`src/rtl/mem_stage_router.sv`:
```
// Memory-stage front end: decodes load/store addresses onto one-hot target channels,
// stalls until the selected target responds or times out, and registers the MEM/WB result.
module mem_stage_router #(
    parameter int unsigned XLEN = 32,
    parameter int unsigned NUM_TGT = 4,
    parameter logic [NUM_TGT*XLEN-1:0] TGT_BASE = {32'h0000_0600, 32'h0000_0400, 32'h0000_0200, 32'h0000_0000},
    parameter logic [NUM_TGT*XLEN-1:0] TGT_MASK = {4{32'hFFFF_FE00}},
    parameter int unsigned TIMEOUT = 16,
    parameter int unsigned RD_W = 5
) (
    input  logic                    clk,
    input  logic                    reset,
    input  logic                    req_valid_i,
    input  logic                    req_we_i,
    input  logic [XLEN-1:0]         req_addr_i,
    input  logic [XLEN-1:0]         req_wdata_i,
    input  logic [XLEN/8-1:0]       req_be_i,
    input  logic [RD_W-1:0]         req_rd_i,
    output logic [NUM_TGT-1:0]      tgt_sel_o,
    output logic                    tgt_we_o,
    output logic [XLEN-1:0]         tgt_addr_o,
    output logic [XLEN-1:0]         tgt_wdata_o,
    output logic [XLEN/8-1:0]       tgt_be_o,
    input  logic [NUM_TGT-1:0]      tgt_rvalid_i,
    input  logic [NUM_TGT*XLEN-1:0] tgt_rdata_i,
    output logic                    stall_o,
    output logic                    wb_valid_o,
    output logic [RD_W-1:0]         wb_rd_o,
    output logic [XLEN-1:0]         wb_data_o,
    output logic                    err_o,
    output logic [XLEN-1:0]         err_addr_o
);

    localparam int unsigned CW = $clog2(TIMEOUT + 1);

    typedef enum logic {S_IDLE, S_WAIT} state_t;

    state_t              state, next;
    logic [CW-1:0]       cnt;
    logic [NUM_TGT-1:0]  lat_sel;
    logic                lat_we;
    logic [XLEN-1:0]     lat_addr;
    logic [XLEN-1:0]     lat_wdata;
    logic [XLEN/8-1:0]   lat_be;
    logic [RD_W-1:0]     lat_rd;

    logic [NUM_TGT-1:0]  hits;
    logic [NUM_TGT-1:0]  first_hit;
    logic                any_hit;
    logic [NUM_TGT-1:0]  cur_sel;
    logic                resp;
    logic                timeout;
    logic [XLEN-1:0]     rdata_mux;
    logic                done_ok;
    logic                done_err;
    logic                go_wait;

    // Isolating the lowest set bit gives lowest-index priority without an index encoder.
    always_comb begin
        hits = '0;
        for (int unsigned k = 0; k < NUM_TGT; k++) begin
            hits[k] = ((req_addr_i & TGT_MASK[k*XLEN +: XLEN]) == TGT_BASE[k*XLEN +: XLEN]);
        end
        first_hit = hits & (~hits + NUM_TGT'(1));
        any_hit   = |hits;
    end

    always_comb begin
        cur_sel = '0;
        if (state == S_WAIT) begin
            cur_sel = lat_sel;
        end else if (req_valid_i) begin
            cur_sel = first_hit;
        end
        resp    = |(tgt_rvalid_i & cur_sel);
        timeout = (state == S_WAIT) && (cnt == CW'(TIMEOUT - 1));
        rdata_mux = '0;
        for (int unsigned k = 0; k < NUM_TGT; k++) begin
            if (cur_sel[k]) begin
                rdata_mux = rdata_mux | tgt_rdata_i[k*XLEN +: XLEN];
            end
        end
        go_wait  = (state == S_IDLE) && req_valid_i && any_hit && !resp;
        done_ok  = resp;
        done_err = ((state == S_IDLE) && req_valid_i && !any_hit) ||
                   ((state == S_WAIT) && !resp && timeout);
    end

    always_ff @(posedge clk) begin
        if (reset) begin
            state <= S_IDLE;
        end else begin
            state <= next;
        end
    end

    always_comb begin
        next = state;
        case (state)
            S_IDLE: if (go_wait) next = S_WAIT;
            S_WAIT: if (resp || timeout) next = S_IDLE;
            default: next = S_IDLE;
        endcase
    end

    always_comb begin
        tgt_sel_o   = '0;
        tgt_we_o    = 1'b0;
        tgt_addr_o  = '0;
        tgt_wdata_o = '0;
        tgt_be_o    = '0;
        stall_o     = 1'b0;
        case (state)
            S_IDLE: begin
                if (req_valid_i && any_hit) begin
                    tgt_sel_o   = first_hit;
                    tgt_we_o    = req_we_i;
                    tgt_addr_o  = req_addr_i;
                    tgt_wdata_o = req_wdata_i;
                    tgt_be_o    = req_be_i;
                    stall_o     = !resp;
                end
            end
            S_WAIT: begin
                tgt_sel_o   = lat_sel;
                tgt_we_o    = lat_we;
                tgt_addr_o  = lat_addr;
                tgt_wdata_o = lat_wdata;
                tgt_be_o    = lat_be;
                stall_o     = !resp && !timeout;
            end
            default: ;
        endcase
    end

    // The accepting IDLE cycle counts as the first wait cycle, so total stall is TIMEOUT-1.
    always_ff @(posedge clk) begin
        if (reset) begin
            cnt        <= '0;
            lat_sel    <= '0;
            lat_we     <= 1'b0;
            lat_addr   <= '0;
            lat_wdata  <= '0;
            lat_be     <= '0;
            lat_rd     <= '0;
            wb_valid_o <= 1'b0;
            wb_rd_o    <= '0;
            wb_data_o  <= '0;
            err_o      <= 1'b0;
            err_addr_o <= '0;
        end else begin
            wb_valid_o <= done_ok || done_err;
            err_o      <= done_err;
            if (go_wait) begin
                cnt       <= CW'(1);
                lat_sel   <= first_hit;
                lat_we    <= req_we_i;
                lat_addr  <= req_addr_i;
                lat_wdata <= req_wdata_i;
                lat_be    <= req_be_i;
                lat_rd    <= req_rd_i;
            end else if (state == S_WAIT) begin
                cnt <= (resp || timeout) ? '0 : cnt + CW'(1);
            end
            if (done_ok) begin
                if ((state == S_WAIT) ? lat_we : req_we_i) begin
                    wb_rd_o   <= '0;
                    wb_data_o <= '0;
                end else begin
                    wb_rd_o   <= (state == S_WAIT) ? lat_rd : req_rd_i;
                    wb_data_o <= rdata_mux;
                end
            end else if (done_err) begin
                wb_rd_o    <= '0;
                wb_data_o  <= '0;
                err_addr_o <= (state == S_WAIT) ? lat_addr : req_addr_i;
            end
        end
    end

endmodule

```
`config.mk`:
```
export PLATFORM = sky130hd
export DESIGN_NAME = mem_stage_router
export DESIGN_NICKNAME = d
export VERILOG_FILES = /design/src/rtl/mem_stage_router.sv
export SDC_FILE = /design/constraint.sdc
export NUM_CORES = 1
export LEC_CHECK = 0
export ABC_AREA = 1
export BUFFER_PORTS_ARGS = -buffer_cell sky130_fd_sc_hd__buf_4
export CORE_MARGIN = 2
export CORE_UTILIZATION = 40
export CTS_BUF_LIST = sky130_fd_sc_hd__clkbuf_8
export DETAILED_ROUTE_END_ITERATION = 16
export GPL_ROUTABILITY_DRIVEN = 1
export PLACE_DENSITY = 0.75
export SLEW_MARGIN = 20
export SYNTH_ARGS = -nofsm -noshare
export SYNTH_HDL_FRONTEND = slang
export SYNTH_SLANG_ARGS = --single-unit
```
`constraint.sdc`:
```
create_clock -name clk -period 2.2 [get_ports clk]
set_clock_uncertainty 0.15 [all_clocks]
set_input_delay 0.22 -clock clk [delete_from_list [all_inputs] [get_ports clk]]
set_output_delay 0.22 -clock clk [all_outputs]
set_load 0.005 [all_outputs]
```
==> qor.yml, run 1 <==
status:
  status: "finished, violations left"
  violations: "setup timing"
global_route:
  grt_pass1_vias: 9012
  grt_pass1_wl_um: 44740
  grt_usage: 0.2730
  antenna_found_initial: 0
  overflow: 0
  grt_max_degree: 62
floorplan:
  die-width_um: 143.2
  num_rows: 50
  ios: 354
  fp.dieH_um: 143.2
  core_mm2: 0.01883
  start_util: 0.4115
  dieArea_mm2: 0.02050
clock_tree:
  clk_pin_slew_ns: 0.08
  clk-insertion-delay-late_ns: 0.47
  clockBufferDepth: 2
  clock_sinks: 155
  cts_tree: "built"
  root_buffer: "clkbuf_8"
  htree_levels: 4
  cts-buffers-inserted: 17
setup_path:
  r2r-start: "state$_SDFF_PP0_"
  critical_path.top_delay_family: "simple AND/OR/NAND/NOR gates"
  critPathKind: "input pin to primary output"
  slowest_stage: "nor3_4"
  cp.buffers_inverters: 5
  crit_path_start_kind: "input pin"
  r2r-end: "lat_wdata[31]$_SDFFE_PP0P_"
  crit_chain: "buf_4 > nor2_4 > nand2_4 > buf_6 > nor2_2 > nand3_2 > nand2_2 > nor2_4 > nor3_4 > buf_12 > buf_12 > nand2_1 > o21ai_1 > buf_4"
  required_ns: 1.83
  r2r_cells: 10
  r2r_setup_slack_ns: 0.15
  max_stage_delay_ns: 0.20
  worstSetupStartpoint: "req_addr_i[15]"
  crit_path_end_kind: "primary output"
  crit_arrival_ns: 1.97
  critPathMaxFanout: 7
detailed_routing:
  wl_um: 31010
  firstDrtPassIters: 6
  drc: 0
  via_count: 9781
  wl_per_cell_um: 16.11
  viasPerCell: 5.081
  ant_nets: 0
  drt_iter0_markers: 616
layout:
  area_growth_pct: 67.79
  final_common_cell: "buf_4"
  n_antenna_cell: 0
  final_cell_mix: "413 x buf_4, 311 x nand2_1, 153 x dfxtp_1"
  n_fill_cell: 1487
  fin_cells: 1925
  final_layout_size_suffix_gt1_frac: 0.3580
  nNetsFinal: 1863
  seq_area_mm2: 0.003108
  multi_input_area_mm2: 0.004106
sta:
  tightestPinTransition_ns: 0.5750
  slew_headroom: 0.6167
  rsz0062_at_grt: "yes"
  finalMaxSlewViolations: 0
  min_period_ns: 2.341
  hold_violations: 0
  finalCritPeriodShare: 1.064
  fmax_mhz: 427.1
  layout_setup_ws_ns: -0.1412
  setup_violations: 20
synth:
  ys_ff_latch: 155
  syn_area_mm2: 0.007749
  synth_seq_area_share: 0.4005
  synth_area_leaders: "dfxtp_1 40%, nand2_1 17%, inv_1 6.7%"
  synthCells: 1184
  syn-num-nets: 1395
  synth_top_area_cell: "dfxtp_1"
  synthDominantCellAreaShare: 0.4005
  ys_warn_count: 0
  postSynthAreaPerCell_um2: 6.544
  ys_types: 29
worst_hold_path:
  hp-start: "tgt_rdata_i[7]"
  holdPathEnd: "wb_data_o[7]$_SDFFE_PP0P_"
  holdPathStages: 5
  hold_path_class: "input pin to flip-flop"
power_and_ir_drop:
  p_leak_nw: 6.003
  fin_total_pwr_mw: 5.956
  power_density_mw_per_mm2: 458.1
  vdd_drop_max_uv: 383.3
placed_design:
  pre_cts_slack_ns: -0.06703
  gp_congestion: 0.8308
  io_buffers: 353
  dp_hpwl_um: 19420
  dp_cells: 1782
run:
  cap_violations: 0
## logic make-up (layout without fill, tap and decap cells)
group,after synthesis,after routing,share of synthesized area
buf+inv,227,708,0.1229
xor+xnor,1,1,0.001131
compound gates,200,200,0.1350
flops,155,155,0.4005
fa+ha+maj,2,2,0.003229
simple gates,599,599,0.3373
## layout make-up
| class | instances | area share |
|---|---|---|
| Timing Repair Buffer | 532 | 0.3465 |
| Multi-Input combinational cell | 802 | 0.3159 |
| Sequential cell | 155 | 0.2391 |
| Inverter | 144 | 0.04225 |
| Tap cell | 260 | 0.02502 |
| Clock buffer | 18 | 0.01906 |
| Clock inverter | 14 | 0.01232 |
## flip-flops by register name, summed over array words and instances, names as in the netlist
| name | flops |
|---|---|
| lat_we | 1 |
| wb_rd_o | 5 |
| lat_wdata | 32 |
| wb_valid_o | 1 |
| err_o | 1 |
| lat_be | 4 |
| lat_addr | 32 |
| lat_sel | 4 |
| err_addr_o | 32 |
| cnt | 5 |
| state | 1 |
| wb_data_o | 32 |
| lat_rd | 5 |
## routing by layer
| layer | vias up | GRT usage | share of wire |
|---|---|---|---|
| met1 | 4522 | 0.3408 | 0.40 |
| met5 | - | 0 | 0 |
| li1 | 4748 | - | - |
| met2 | 430 | 0.4528 | 0.49 |
| met4 | 0 | 0.09901 | 0.034 |
| met3 | 81 | 0.07277 | 0.068 |
## report_power, final
group          internal, mW  switching (mW)
registers              2.84          0.0230
clock network          1.06            1.19
logic                 0.493           0.342
total                  4.40            1.55
## Yosys cell counts
master	count
xor2_1	1
nor4_1	1
buf_4	11
nand2_1	350
buf_6	4
o22ai_1	36
nand3_2	1
or2_2	1
nor2_2	2
o21ai_0	77
nand4_1	71
nand3b_1	1
nor2_1	95
buf_2	23
nor2_8	2
nor3_1	1
nor3_4	1
nand3_1	61
a21oi_1	86
inv_2	6
nand2_4	2
buf_1	4
dfxtp_1	155
inv_1	138
nand2_2	9
clkbuf_1	41
o21ai_1	1
nor2_4	1
ha_1	2
## metrics by stage
step	hold slack, ns	setup TNS [ns]	utilization	cell area [um2]
final	0.02294	-0.5851	0.6904	13000
after global routing	0.007287	-4.084	0.6904	13000
after CTS	0.0004912	-0.1284	0.6722	12660
after detailed placement	0.2674	-2.452	0.5852	11020
after global placement	0.2647	-0.5408	0.5852	11020
after floorplan	0.2344	0	-	7749
## tightest hold or removal path: cells and delay by family
| family | cells | cell delay, ns |
|---|---|---|
| AO/OA/AOI/OAI | 1 | 0.12 |
| AND/OR/NAND/NOR | 3 | 0.17 |
| buffers and inverters | 1 | 0.08 |
## how the worst max path moves through the flow
stage / end / slack (ns) / cells past startpoint
final: tgt_wdata_o[22] / -0.14 / 14
after global routing: tgt_wdata_o[22] / -0.20 / 15
after CTS: stall_o / -0.05 / 10
after detailed placement: tgt_wdata_o[21] / -0.07 / 13
after global placement: lat_rd[1]$_SDFFE_PP0P_ / -0.05 / 14
after floorplan: wb_data_o[10]$_SDFFE_PP0P_ / 0.30 / 9
## what timing repair did
item                                   CTS  global route
endpoints found under the hold margin   86             0
gates cloned                             1             2
resized for setup                       81           105
setup endpoints to repair               73            63
hold buffers                            89             0
buffers inserted                        14             7
pin swaps                               22            14
No activity file was read; power rests on OpenSTA's default activity.
==> run 2, diff against run 1 <==
PLACE_DENSITY = 0.7   (was 0.75)
==> qor.yml, run 2 (synthesis results as in run 1) <==
sta:
  layout_setup_ws_ns: -0.1660  # -0.02476 ns
  finalCritPeriodShare: 1.075  # +0.01125
  min_period_ns: 2.366  # +0.02476 ns
  setup_tns_ns: -4.934  # -4.349 ns
  hold_violations: 0  # unchanged
  slew_headroom: 0.6128  # -0.003892
  rsz0062_at_grt: "yes"
  tightestPinTransition_ns: 0.5808  # +0.005838 ns
  hold_slack_ns: 0.01584  # -0.007103 ns
  finalMaxSlewViolations: 0  # unchanged
  setup_violations: 49  # +150%
  fmax_mhz: 422.7  # -1.0%
global_route:
  grt_pass1_vias: 8891  # -1.3%
  antenna_found_initial: 0  # unchanged
  overflow: 0  # unchanged
  grt_usage: 0.2683  # -0.004666
  grt_pass1_wl_um: 43840  # -2.0%
  grt_max_degree: 52  # -16%
floorplan:
  dieArea_mm2: 0.02050  # unchanged
  num_rows: 50  # unchanged
  ios: 354  # unchanged
  die-width_um: 143.2  # unchanged
  fp.dieH_um: 143.2  # unchanged
  core_mm2: 0.01883  # unchanged
  start_util: 0.4115  # unchanged
clock_tree:
  clk_pin_slew_ns: 0.09  # about the same
  clock_sinks: 155  # unchanged
  cts_tree: "built"
  cts-buffers-inserted: 17  # unchanged
  clk-insertion-delay-late_ns: 0.46  # about the same
  clockBufferDepth: 2  # unchanged
  root_buffer: "clkbuf_8"
  htree_levels: 4  # unchanged
power_and_ir_drop:
  p_int_mw: 4.524  # +2.8%
  pwr-share-clk: 0.389  # +0.011
  p_switching_mw: 1.514  # -2.6%
  vdd_drop_max_uv: 388.1  # +1.3%
  power_density_mw_per_mm2: 458.1  # about the same
  combPwrFrac: 0.137  # -0.003
  p_sw_frac: 0.2508  # -0.01019
  p_leak_nw: 6.168  # +2.8%
  power_frac_seq: 0.475  # -0.007
placed_design:
  dp_hpwl_um: 19450  # +0.15%
  placed_area_mm2: 0.01106  # +0.36%
  pre_cts_slack_ns: -0.1405  # -0.07351 ns
  gp_congestion: 0.8185  # -1.5%
  io_buffers: 353  # unchanged
layout:
  seq_area_mm2: 0.003107  # about the same
  area_growth_pct: 70.13
  multi_input_area_mm2: 0.004149  # +1.0%
  n_fill_cell: 1513  # +1.7%
  nNetsFinal: 1864  # +0.054%
  final_cell_mix: "411 x buf_4, 304 x nand2_1, 154 x dfxtp_1"
  final_cell_area_mm2: 0.01318  # +1.4%
  final_layout_size_suffix_gt1_frac: 0.3643  # +0.006388
  n_antenna_cell: 0  # unchanged
  final_common_cell: "buf_4"
  postLayoutCoreUtil: 0.7001  # +0.009634
worst_hold_path:
  hold_path_class: "input pin to flip-flop"
setup_path:
  crit_path_start_kind: "input pin"
  required_ns: 1.83  # about the same
  slowest_stage: "nor3_4"
  crit_path_end_kind: "primary output"
  crit_top_cell: "nand2_2"
  crit_arrival_ns: 2.00  # +0.03 ns
  critPathMaxFanout: 5  # -2
  crit_chain: "buf_4 > inv_2 > nand2_1 > nor2_1 > nand2_2 > nor2_4 > nand2_2 > nand2_2 > nor2_4 > nor3_4 > buf_6 > buf_8 > clkbuf_16 > nand2_2 > o21ai_2 > buf_4"
  critPathKind: "input pin to primary output"
  max_stage_delay_ns: 0.19  # about the same
detailed_routing:
  firstDrtPassIters: 5  # -1
  drc: 0  # unchanged
  via_count: 9694  # -0.89%
  ant_nets: 0  # unchanged
  wl_per_cell_um: 16.09  # -0.12%
  viasPerCell: 5.033  # -0.94%
  wl_um: 30990  # about the same
  drt_iter0_markers: 523  # -15%
run:
  cap_violations: 0  # unchanged
status:
  status: "finished, violations left"
  violations: "setup timing"
## run 2: changes by cell type in the layout (fill, tap and decap cells not counted), moves of 3 or more
cell / before / now
dlygate4sd3_1: 89 / 83
nor2_1: 80 / 86
o21ai_0: 34 / 31
o21ai_2: 24 / 31
nand2_4: 14 / 25
o21ai_1: 20 / 16
nor2_4: 14 / 10
nand2_1: 311 / 304
nand3_1: 53 / 57
nand2_2: 36 / 31
## run 2: path summary, 6_finish.rpt
kind | start | to | slack, ns | cells after the start
worst max-delay path | req_addr_i[28] | tgt_wdata_o[17] | -0.17 | 16
worst min-delay path | tgt_rdata_i[59] | wb_data_o[27]$_SDFFE_PP0P_ | 0.02 | 5
worst max register to register | state$_SDFF_PP0_ | lat_rd[0]$_SDFFE_PP0P_ | 0.12 | 11
worst min register to register | lat_addr[24]$_SDFFE_PP0P_ | lat_addr[24]$_SDFFE_PP0P_ | 0.28 | 2
## run 2: critical path: cells and delay by family
family	cells	cell delay, ns
compound gates	1	0.08
buf+inv	6	0.77
simple gates	9	0.90
## run 2: what timing repair did
item / 4_1_cts / 5_1_grt
endpoints found under the setup margin: 51 / 50
resized for setup: 21 / 184
gates cloned: 4 / 6
pin swaps: 2 / 23
buffers inserted: 6 / 13
hold buffers: 83 / 0
hold endpoints to repair: 82 / 0
## run 2: layout make-up
cell class	count	area share
timing repair inverter	1	0.0005695
tap	260	0.02468
multi-input combinational	802	0.3147
inverter	144	0.04205
sequential	155	0.2357
clock inverter	13	0.01253
clock buffer	19	0.01984
timing repair buffer	532	0.3499
## run 2: stage by stage
stage          total power, mW  instances
2_1_floorplan            3.143       1184
3_3_place_gp             3.572       1784
3_5_place_dp             3.581       1784
4_1_cts                  6.005       1909
5_1_grt                  6.249       1926
6_report                 6.039       1926
## run 2: power by group through the flow
stage,clock network [mW],logic [mW],registers (mW)
after floorplan,0,0.207,2.94
after global placement,0,0.639,2.93
after detailed placement,0,0.647,2.93
after CTS,2.37,0.771,2.87
after global routing,2.49,0.889,2.87
final,2.35,0.825,2.87
## run 2: layer usage
metal | wire length, um | global-route usage | vias to the layer above
li1 | - | - | 4750
met1 | 12520 | 0.3360 | 4503
met2 | 15580 | 0.4530 | 374
met3 | 2047 | 0.06070 | 67
met4 | 836 | 0.09484 | 0
met5 | 0 | 0 | -
==> run 3, diff against run 2 <==
CORE_AREA = 2 2 137 139   (was unset)
CORE_MARGIN = unset   (was 2)
CORE_UTILIZATION = unset   (was 40)
CTS_CLUSTER_SIZE = 14   (was unset)
DIE_AREA = 0 0 139 141   (was unset)
PLACE_DENSITY = 0.74   (was 0.7)
==> qor.yml, run 3 (synthesis results as in run 1) <==
sta:
  hold_violations: 0  # unchanged
  min_period_ns: 2.289  # -0.07727 ns
  tightestPinTransition_ns: 0.5872  # +0.006363 ns
  rsz0062_at_grt: "yes"
  finalMaxSlewViolations: 0  # unchanged
  setup_violations: 39  # -20%
  slew_headroom: 0.6086  # -0.004243
  finalCritPeriodShare: 1.040  # -0.03512
  fmax_mhz: 436.9  # +3.4%
  layout_setup_ws_ns: -0.08868  # +0.07727 ns
detailed_routing:
  drt_iter0_markers: 616  # +18%
  drc: 0  # unchanged
  via_count: 9909  # +2.2%
  firstDrtPassIters: 5  # unchanged
  wl_um: 31680  # +2.2%
  ant_nets: 0  # unchanged
  wl_per_cell_um: 16.69  # +3.7%
  viasPerCell: 5.221  # +3.7%
layout:
  area_growth_pct: 67.22
  multi_input_area_mm2: 0.004134  # -0.36%
  final_cell_area_mm2: 0.01296  # -1.7%
  seq_area_mm2: 0.003105  # about the same
  postLayoutCoreUtil: 0.7093  # +0.009249
  n_antenna_cell: 0  # unchanged
  n_fill_cell: 1399  # -7.5%
  final_cell_mix: "433 x buf_4, 304 x nand2_1, 153 x dfxtp_1"
  final_common_cell: "buf_4"
  final_layout_size_suffix_gt1_frac: 0.3816  # +0.01726
  nNetsFinal: 1862  # -0.11%
power_and_ir_drop:
  p_leak_nw: 5.983  # -3.0%
  power_density_mw_per_mm2: 442.0  # -3.5%
  vdd_drop_max_uv: 388.3  # about the same
floorplan:
  dieArea_mm2: 0.01960  # -4.4%
  ios: 354  # unchanged
  num_rows: 50  # unchanged
  die-width_um: 139  # -2.9%
  core_mm2: 0.01827  # -3.0%
  start_util: 0.4242  # +0.01268
  fp.dieH_um: 141  # -1.5%
setup_path:
  required_ns: 1.83  # about the same
  critPathMaxFanout: 6  # +1
  critPathKind: "input pin to primary output"
  crit_path_start_kind: "input pin"
  crit_path_end_kind: "primary output"
  crit_arrival_ns: 1.92  # -0.08 ns
clock_tree:
  clockBufferDepth: 2  # unchanged
  clk_pin_slew_ns: 0.08  # about the same
  cts_tree: "built"
  clk-insertion-delay-late_ns: 0.45  # about the same
  htree_levels: 4  # unchanged
  cts-buffers-inserted: 17  # unchanged
  root_buffer: "clkbuf_8"
  clock_sinks: 155  # unchanged
placed_design:
  io_buffers: 353  # unchanged
  placed_area_mm2: 0.01108  # +0.23%
  dp_hpwl_um: 19760  # +1.6%
  gp_congestion: 0.8316  # +1.6%
global_route:
  overflow: 0  # unchanged
  grt_usage: 0.2832  # +0.01483
  grt_pass1_vias: 9088  # +2.2%
  antenna_found_initial: 0  # unchanged
  grt_max_degree: 52  # unchanged
  grt_pass1_wl_um: 45390  # +3.5%
run:
  cap_violations: 0  # unchanged
worst_hold_path:
  hold_path_class: "input pin to flip-flop"
status:
  violations: "setup timing"
  status: "finished, violations left"
## run 3: final cells by class
type	instances	share of cell area
repair buffers	531	0.3474
multi-input cells	802	0.3190
flip-flops and latches	155	0.2397
inverters	144	0.04268
well taps	234	0.02260
clock buffers	18	0.01912
clock inverters	14	0.009463
## run 3: repair_timing
action / 4_1_cts / 5_1_grt
hold buffers: 65 / 1
endpoints found under the hold margin: 70 / 1
cloned: 3 / 3
pin swaps: 8 / 22
buffers inserted: 7 / 18
resized for setup: 37 / 164
endpoints found under the setup margin: 49 / 53
## run 3: worst paths after layout
path                        startpoint                    endpoint  slack (ns)  cells after the start
min                    tgt_rdata_i[38]   wb_data_o[6]$_SDFFE_PP0P_        0.02                      5
max                     req_addr_i[11]             tgt_wdata_o[19]       -0.09                     13
max reg2reg           state$_SDFF_PP0_  lat_wdata[21]$_SDFFE_PP0P_       -0.01                     14
min reg2reg  lat_addr[15]$_SDFFE_PP0P_   lat_addr[15]$_SDFFE_PP0P_        0.28                      2
## run 3: metal layers
layer / wire, um / vias to the layer above / share of wire / track usage
met5: 0 / - / 0 / 0
met1: 12680 / 4613 / 0.40 / 0.3529
li1: - / 4753 / - / -
met4: 1242 / 0 / 0.039 / 0.1015
met3: 2043 / 97 / 0.064 / 0.06284
met2: 15710 / 446 / 0.50 / 0.4838
## run 3: through the flow
stage / hold slack [ns] / std cells / power (mW) / setup slack, ns / TNS (ns)
floorplan: 0.2344 / 1184 / 3.143 / 0.3016 / 0
global placement: 0.2652 / 1769 / 3.587 / -0.1150 / -4.114
detailed placement: 0.2669 / 1769 / 3.596 / -0.1744 / -10.66
finish: 0.02148 / 1898 / 5.727 / -0.08868 / -1.634
global route: 0.02593 / 1898 / 5.944 / -0.1597 / -8.269
CTS: 0.001296 / 1876 / 5.701 / -0.05148 / -0.9485
## run 3: report_power, final
group | total [mW] | internal (mW) | switching (mW)
sequential | 2.87 | 2.85 | 0.0225
clock | 2.04 | 0.924 | 1.12
combinational | 0.814 | 0.475 | 0.339
## run 3: worst max-delay path: stages
cell	delay, ns
buf_4	0.12
nor2_4	0.17
nand3_2	0.12
nor2_1	0.16
nand3_2	0.11
nand2_2	0.10
nor2_4	0.05
nor3_4	0.16
buf_6	0.19
buf_16	0.15
nand2_2	0.07
o21ai_1	0.12
buf_4	0.15
